## config.mk

```make
export PLATFORM = sky130hd
export DESIGN_NAME = ps2_keyboard
export DESIGN_NICKNAME = d
export VERILOG_FILES = /design/src/rtl/ps2_keyboard.sv
export SDC_FILE = /design/constraint.sdc
export NUM_CORES = 1
export LEC_CHECK = 0
export CORE_MARGIN = 2
export CORE_UTILIZATION = 42
export CTS_BUF_LIST = sky130_fd_sc_hd__clkbuf_2
export DETAILED_ROUTE_END_ITERATION = 10
export HOLD_SLACK_MARGIN = 0.08
export SLEW_MARGIN = 5
export SYNTH_ARGS = -nofsm -noshare
export SYNTH_HDL_FRONTEND = slang
export SYNTH_SLANG_ARGS = --single-unit
```

## constraint.sdc

```tcl
create_clock -name clk -period 3.5 [get_ports clk]
set_input_delay 0.875 -clock clk [delete_from_list [all_inputs] [get_ports clk]]
set_output_delay 0.875 -clock clk [all_outputs]
set_load 0.01 [all_outputs]
```

## src/rtl/ps2_keyboard.sv

```systemverilog
// ps2_keyboard: PS/2 keyboard receiver and scan-code decoder.
//
// Synchronizes the raw PS/2 clock and data lines and detects PS/2 clock
// falling edges. Each 11-bit frame (start, 8 data LSB first, odd parity,
// stop) is received, and the accepted byte is decoded: E0 and F0 are
// prefixes that only set internal flags; any other byte is a key event that
// is published together with the accumulated prefix flags.
//
// Ports:
//   clk           system clock, rising edge
//   rst_n         asynchronous active-low reset
//   ps2_clk       raw PS/2 clock (asynchronous to clk)
//   ps2_data      raw PS/2 data (asynchronous to clk)
//   key[7:0]      scan code of the last key event
//   key_released  last event was a break (F0 prefix)
//   extended      last event carried an E0 prefix
//   done          one-cycle pulse when key/key_released/extended update
//   parity_err    one-cycle pulse on a rejected frame (only with the macro)
//
// Optional feature: define PS2_PARITY_CHECK_EN to reject frames with bad
// odd parity or a zero stop bit and to add the parity_err port.
//
// Frame FSM:
//   state  | meaning
//   IDLE   | waiting for a start bit (falling edge with data 0)
//   DATA   | shifting in 8 data bits, LSB first
//   PARITY | next edge carries the parity bit
//   STOP   | next edge carries the stop bit; byte is accepted here

module ps2_keyboard #(
  parameter int TIMEOUT_CYCLES = 5000
) (
  input  logic       clk,
  input  logic       rst_n,
  input  logic       ps2_clk,
  input  logic       ps2_data,
  output logic [7:0] key,
  output logic       key_released,
  output logic       extended,
  output logic       done
`ifdef PS2_PARITY_CHECK_EN
  ,
  output logic       parity_err
`endif
);

  localparam int TO_W = $clog2(TIMEOUT_CYCLES + 1);
  localparam logic [TO_W-1:0] TO_MAX = TO_W'(TIMEOUT_CYCLES);

  typedef enum logic [1:0] {
    IDLE   = 2'd0,
    DATA   = 2'd1,
    PARITY = 2'd2,
    STOP   = 2'd3
  } state_t;

  state_t state_q, state_d;

  logic clk_s1, clk_s2, clk_s3;
  logic dat_s1, dat_s2;
  logic fall;
  logic bit_in;

  logic [2:0]      bit_cnt;
  logic [7:0]      shift_q;
  logic [TO_W-1:0] to_cnt;
  logic            brk, ext;
  logic            timeout_hit;
  logic            frame_ok;

`ifdef PS2_PARITY_CHECK_EN
  logic par_q;
`endif

  // Synchronizers preset to 1 (idle bus level) so reset release never looks
  // like a falling edge.
  always_ff @(posedge clk or negedge rst_n) begin
    if (!rst_n) begin
      clk_s1 <= 1'b1;
      clk_s2 <= 1'b1;
      clk_s3 <= 1'b1;
      dat_s1 <= 1'b1;
      dat_s2 <= 1'b1;
    end else begin
      clk_s1 <= ps2_clk;
      clk_s2 <= clk_s1;
      clk_s3 <= clk_s2;
      dat_s1 <= ps2_data;
      dat_s2 <= dat_s1;
    end
  end

  assign fall        = clk_s3 & ~clk_s2;
  assign bit_in      = dat_s2;
  assign timeout_hit = (state_q != IDLE) && (to_cnt == TO_MAX);

`ifdef PS2_PARITY_CHECK_EN
  // Odd parity over data+parity means the 9-bit XOR must be 1.
  assign frame_ok = (^{shift_q, par_q}) & bit_in;
`else
  assign frame_ok = 1'b1;
`endif

  always_ff @(posedge clk or negedge rst_n) begin
    if (!rst_n) state_q <= IDLE;
    else        state_q <= state_d;
  end

  always_comb begin
    state_d = state_q;
    if (timeout_hit) begin
      state_d = IDLE;
    end else if (fall) begin
      case (state_q)
        IDLE:    if (!bit_in) state_d = DATA;
        DATA:    if (bit_cnt == 3'd7) state_d = PARITY;
        PARITY:  state_d = STOP;
        STOP:    state_d = IDLE;
        default: state_d = IDLE;
      endcase
    end
  end

  always_ff @(posedge clk or negedge rst_n) begin
    if (!rst_n) begin
      bit_cnt      <= 3'd0;
      shift_q      <= 8'd0;
      to_cnt       <= '0;
      brk          <= 1'b0;
      ext          <= 1'b0;
      key          <= 8'd0;
      key_released <= 1'b0;
      extended     <= 1'b0;
      done         <= 1'b0;
`ifdef PS2_PARITY_CHECK_EN
      par_q        <= 1'b0;
      parity_err   <= 1'b0;
`endif
    end else begin
      done <= 1'b0;
`ifdef PS2_PARITY_CHECK_EN
      parity_err <= 1'b0;
`endif

      if (state_q == IDLE || fall)
        to_cnt <= '0;
      else if (!timeout_hit)
        to_cnt <= to_cnt + 1'b1;

      if (timeout_hit) begin
        // Abandon the partial byte; prefix flags and outputs are kept.
        bit_cnt <= 3'd0;
        shift_q <= 8'd0;
      end else if (fall) begin
        case (state_q)
          IDLE: begin
            if (!bit_in) begin
              bit_cnt <= 3'd0;
              shift_q <= 8'd0;
            end
          end
          DATA: begin
            shift_q <= {bit_in, shift_q[7:1]};
            bit_cnt <= bit_cnt + 3'd1;
          end
          PARITY: begin
`ifdef PS2_PARITY_CHECK_EN
            par_q <= bit_in;
`endif
          end
          STOP: begin
            if (frame_ok) begin
              if (shift_q == 8'hE0) begin
                ext <= 1'b1;
              end else if (shift_q == 8'hF0) begin
                brk <= 1'b1;
              end else begin
                key          <= shift_q;
                key_released <= brk;
                extended     <= ext;
                done         <= 1'b1;
                brk          <= 1'b0;
                ext          <= 1'b0;
              end
            end
`ifdef PS2_PARITY_CHECK_EN
            else begin
              parity_err <= 1'b1;
            end
`endif
          end
          default: ;
        endcase
      end
    end
  end

endmodule
```

After elaboration in Yosys (flattened, before gate mapping)
Index checks and enable logic that the tools add are counted.

$add $sub $neg: 2. Equal/unequal tests: 11. Muxes and demuxes: 23. Bitwise operators: 5. Reductions and logical operators: 11.

Operators with widths (number): 2-to-1 mux 13 bit (2); 2-to-1 mux 8 bit (3); == test 8 bit (second input constant) (2); one-hot mux 8 bit (2 select lines) (1); adder 13 x 1 -> 13 bit (second input constant) (1); == test 13 bit (second input constant) (1); 2-to-1 mux 3 bit (3); 2-to-1 mux 1 bit (8); 2-to-1 mux 2 bit (4); one-hot mux 2 bit (4 select lines) (1); AND reduction 4 bit (2); inequality test 3 bit (second input constant) (2); one-hot mux 3 bit (2 select lines) (1); AND reduction 3 bit (2); AND reduction 5 bit (1); == test 2 bit (second input constant) (2); inverter 1 bit (4); nonzero test 2 bit (2); adder 3 x 1 -> 3 bit (second input constant) (1); == test 3 bit (second input constant) (1); nonzero test 3 bit (1); == test 2 x 1 -> 1 bit (second input constant) (1); zero test 2 bit (1); inequality test 2 x 1 -> 1 bit (second input constant) (1); other kinds (4) (4).

Register bits: 44. Output and inout port bits: 11. Logic and storage cells: 67.

Longest topological paths before layout
Depth in word-level cells: 6. Depth in mapped cells: 7. Depth with buffers taken out: 6.

Worst setup path after synthesis
No wires, ideal clock.

Path type: reg2reg. Start: reg state_q[0]. End: reg bit_cnt[0]. Arrival: 1699 ps. Path slack: 1677 ps. Cell stages (with the launch flop): 8. Buffers on the path: 1. Path through: dfrtp_1 > inv_1 > ha_1 > and3b_1 > nand4_4 > nand2_1 > buf_6 > mux2_2.

Longest elaborated chain between the ends: 4. Elaborated cells on any way between the ends: 11. Those cells by class: eq/ne (2); mux (3); reduce/logical (6).

Ends and longest elaborated chain: start: declaration (line 57) `state_t state_q, state_d;`; start signal: assignment (line 106) `else state_q <= state_d;`; == test 2 x 1 -> 1 bit (tied with other cells) (line 155) `case (state_q)`; one-hot mux 3 bit (2 select lines) / logical AND 1 bit (equally long branches) (line 155, 95); 2-to-1 mux 3 bit (tied with other cells) (line 154) `end else if (fall) begin`; 2-to-1 mux 3 bit / AND reduction 3 bit (equally long branches); end signal: assignment (line 164) `bit_cnt <= bit_cnt + 3'd1;`; end: declaration (line 64) `logic [2:0] bit_cnt;`.

Several ways; a longest one is shown, not always the timed one. The select of a mux whose other input is x is not followed. A chain may end at the register's enable or synchronous reset.

Final worst setup path
Ends and elaborated chain as after synthesis.

==> flow_metrics.py <==
metrics = {
    "outcome": {
        "status": "finished clean",
    },
    "timing": {
        "fin_hold_ws_ps": 376,
        "slew_headroom_pct": 36.4,
        "slew_viol_final": 0,
        "rsz0062_at_grt": "false",
        "worstMarginPinSlew_ps": 953,
        "max_freq_mhz": 441,
        "finalCritPeriodShare_pct": 64.9,
        "fin_worst_skew_ps": 20.4,
        "hold_violations": 0,
        "setup-tns-final_ps": 0,
        "setup_viol": 0,
        "finalWorstPathRequiredPeriod_ps": 2270,
    },
    "floorplan": {
        "core_area_um2": 4820,
        "die_area_um2": 5650,
        "die_y_um": 75.1,
        "io_pins": 15,
        "initial_utilization_pct": 44.1,
        "rows": 25,
        "die_x_um": 75.1,
    },
    "pwr": {
        "seqPwrFrac_pct": 51.2,
        "switching_share_pct": 31.1,
        "vdd_drop_max_uv": 254,
        "powerDensity_nw_per_um2": 523,
        "switchingPower_uw": 385,
        "combPwrFrac_pct": 25.7,
        "internal_power_uw": 855,
        "p_clk_share_pct": 23.0,
        "p_leak_nw": 1.12,
    },
    "worst_setup_path": {
        "worstPathArrival_ps": 2600,
        "worstSetupPathType": "reg -> reg",
        "startpoint_type": "register",
        "crit_required_ps": 3830,
        "slowest_delay_ps": 490,
        "cpMaxStageDelayCell": "nand2_1",
        "setup.worst_path.end_class": "register",
        "crit_fanout": 17,
        "cp_cell_sequence": "inv_1 > ha_1 > and3b_1 > nand4_4 > nand2_1 > mux2_2",
    },
    "global_route": {
        "overflow": 0,
        "antenna_found_initial": 0,
        "grt_pass1_wl_um": 6290,
        "grt_pass1_vias": 1321,
        "grt_use_total_pct": 14.7,
        "grt_max_degree": 45,
    },
    "routing": {
        "ant_nets": 0,
        "drt_pre_antenna_iters": 4,
        "drt-total-wl_um": 3540,
        "num_vias": 1296,
        "drt_iter0_markers": 85,
        "drc_errors": 0,
        "wl_per_cell_um": 13.8,
        "viasPerCell": 5.06,
    },
    "flow_run": {
        "maxCapViolCount": 0,
    },
    "clocking": {
        "cts_num_sinks": 44,
        "holdBufCountCts": 0,
        "clk_latency_ps": 410,
        "numCtsBuffers": 5,
        "clk_path_buf_depth": 2,
        "cts_root_buffer": "clkbuf_2",
        "cts_resized": 0,
        "cts_tree": "built",
        "post_cts_buffers": 0,
        "cts_max_level": 2,
        "path_clk_slew_ps": 220,
    },
    "final_layout": {
        "nFillCells": 458,
        "drive_gt1_share_pct": 23.8,
        "final_cell_mix": "39 x dfrtp_1, 14 x nor2_1, 13 x clkdlybuf4s50_1",
        "syn2layout_area_growth_pct": 11.5,
        "finalNetCount": 200,
        "diodes": 0,
        "final_common_cell": "dfrtp_1",
    },
    "placed_design": {
        "gp_congestion": 0.757,
        "place.detailed.hpwl_um": 2480,
        "io_buffers": 14,
    },
    "synthesis": {
        "synth_edf_count": 0,
        "postSynth.asyncResetShare_pct": 100,
        "synth_top_area_share_pct": 45.9,
        "yosysTopAreaCell": "dfrtp_1",
        "ys_top_cells_by_area": "dfrtp_1 46%, mux2_4 7.8%, dfstp_2 6.2%",
        "yosys_warnings": 0,
        "syn_avg_cell_area_um2": 12.4,
        "synth_seq_area_share_pct": 52.1,
        "syn_nets": 184,
        "ys_ff_latch": 44,
        "netlist_instances": 172,
        "netlist_area_um2": 2130,
        "synth_ff_type": "dfrtp_1",
        "ys_types": 39,
    },
    "hold_path": {
        "min_path_type": "reg -> reg",
    },
}
## metrics by stage
stage               instances  setup slack, ps  area (µm²)  total power [mW]  utilization [%]
global placement          248             1340        2300             0.944             47.8
global route              256             1090        2370              1.33             49.2
detailed placement        248             1240        2300             0.968             47.8
CTS                       256             1210        2370              1.25             49.2
finish                    256             1230        2370              1.24             49.2
floorplan                 172             1680        2130             0.865                -
## metal layers
metal | GRT usage [%] | up-vias | part of all wire (%)
met5 | 0 | - | 0
met2 | 21.9 | 28 | 45
met3 | 4.28 | 5 | 4.4
met4 | 4.87 | 0 | 1.3
met1 | 20.8 | 630 | 49
li1 | - | 633 | -
## layout make-up
class / instances / area (µm²) / area share (%)
timing repair buffer: 14 / 135 / 5.70
clock buffer: 5 / 25.0 / 1.06
sequential: 44 / 1110 / 46.7
tap: 67 / 83.8 / 3.54
inverter: 9 / 33.8 / 1.42
multi-input combinational: 114 / 943 / 39.8
clock inverter: 3 / 42.5 / 1.79
## synth_stat cells, types with 3 or more instances
master and count:
dfstp_2 5, nor2_1 14, nand2_1 6, mux2_4 11
buf_6 3, nor2b_1 3, mux2_2 9, o21ai_0 3
ha_1 8, nor4_1 3, inv_1 9, and3_1 5
and3_2 5, xnor2_1 7, dfrtp_1 39, a21oi_1 4
nand3_1 7
## power by group through the flow
| stage | logic [mW] | clock network, mW | registers [mW] |
|---|---|---|---|
| final | 0.319 | 0.286 | 0.635 |
| after global routing | 0.364 | 0.314 | 0.648 |
| after CTS | 0.324 | 0.293 | 0.636 |
| after detailed placement | 0.322 | 0 | 0.646 |
| after global placement | 0.304 | 0 | 0.641 |
| after floorplan | 0.224 | 0 | 0.641 |
## final timing paths
path,start,end,slack (ps),cells past startpoint
min reg2reg,dat_s1$_DFF_PN1_,bit_in$_DFF_PN1_,380,0
min,dat_s1$_DFF_PN1_,bit_in$_DFF_PN1_,380,0
min in group asynchronous,rst_n,key[5]$_DFFE_PN0P_,570,1
max reg2reg,state_q[0]$_DFFE_PN0P_,bit_cnt[0]$_DFFE_PN0P_,1230,6
max in group asynchronous,rst_n,state_q[0]$_DFFE_PN0P_,2330,1
max,state_q[0]$_DFFE_PN0P_,bit_cnt[0]$_DFFE_PN0P_,1230,6
## flip-flops by register name, summed over array words and instances (netlist names)
name and count:
bit_cnt 3, bit_in 1, brk 1, clk_s1 1, clk_s2 1, clk_s3 1, dat_s1 1, done 1
ext 1, extended 1, key 8, key_released 1, shift_q 8, state_q 2, to_cnt 13
## logic make-up (layout without fill, tap and decap cells)
kind of cell               count (synthesis)  after routing  synth area share, %
and+or+nand+nor                           64             64                 19.2
DFF                                       44             44                 52.1
muxes                                     22             22                 13.5
buffers and inverters                     14             31                 3.53
AOI/OAI and AO/OA                         11             11                 3.30
xor gates and xnor gates                   9              9                 3.71
adders and majority gates                  8              8                 4.71
## critical path: cells and delay by family, from the launching register on
kind	cells	cell delay, ps
adder cells (fa/ha/maj)	1	270
multiplexers	1	400
buffers and inverters	1	80
flip-flops	1	440
AND/OR/NAND/NOR	3	1010
No activity file was read; power rests on OpenSTA's default activity.
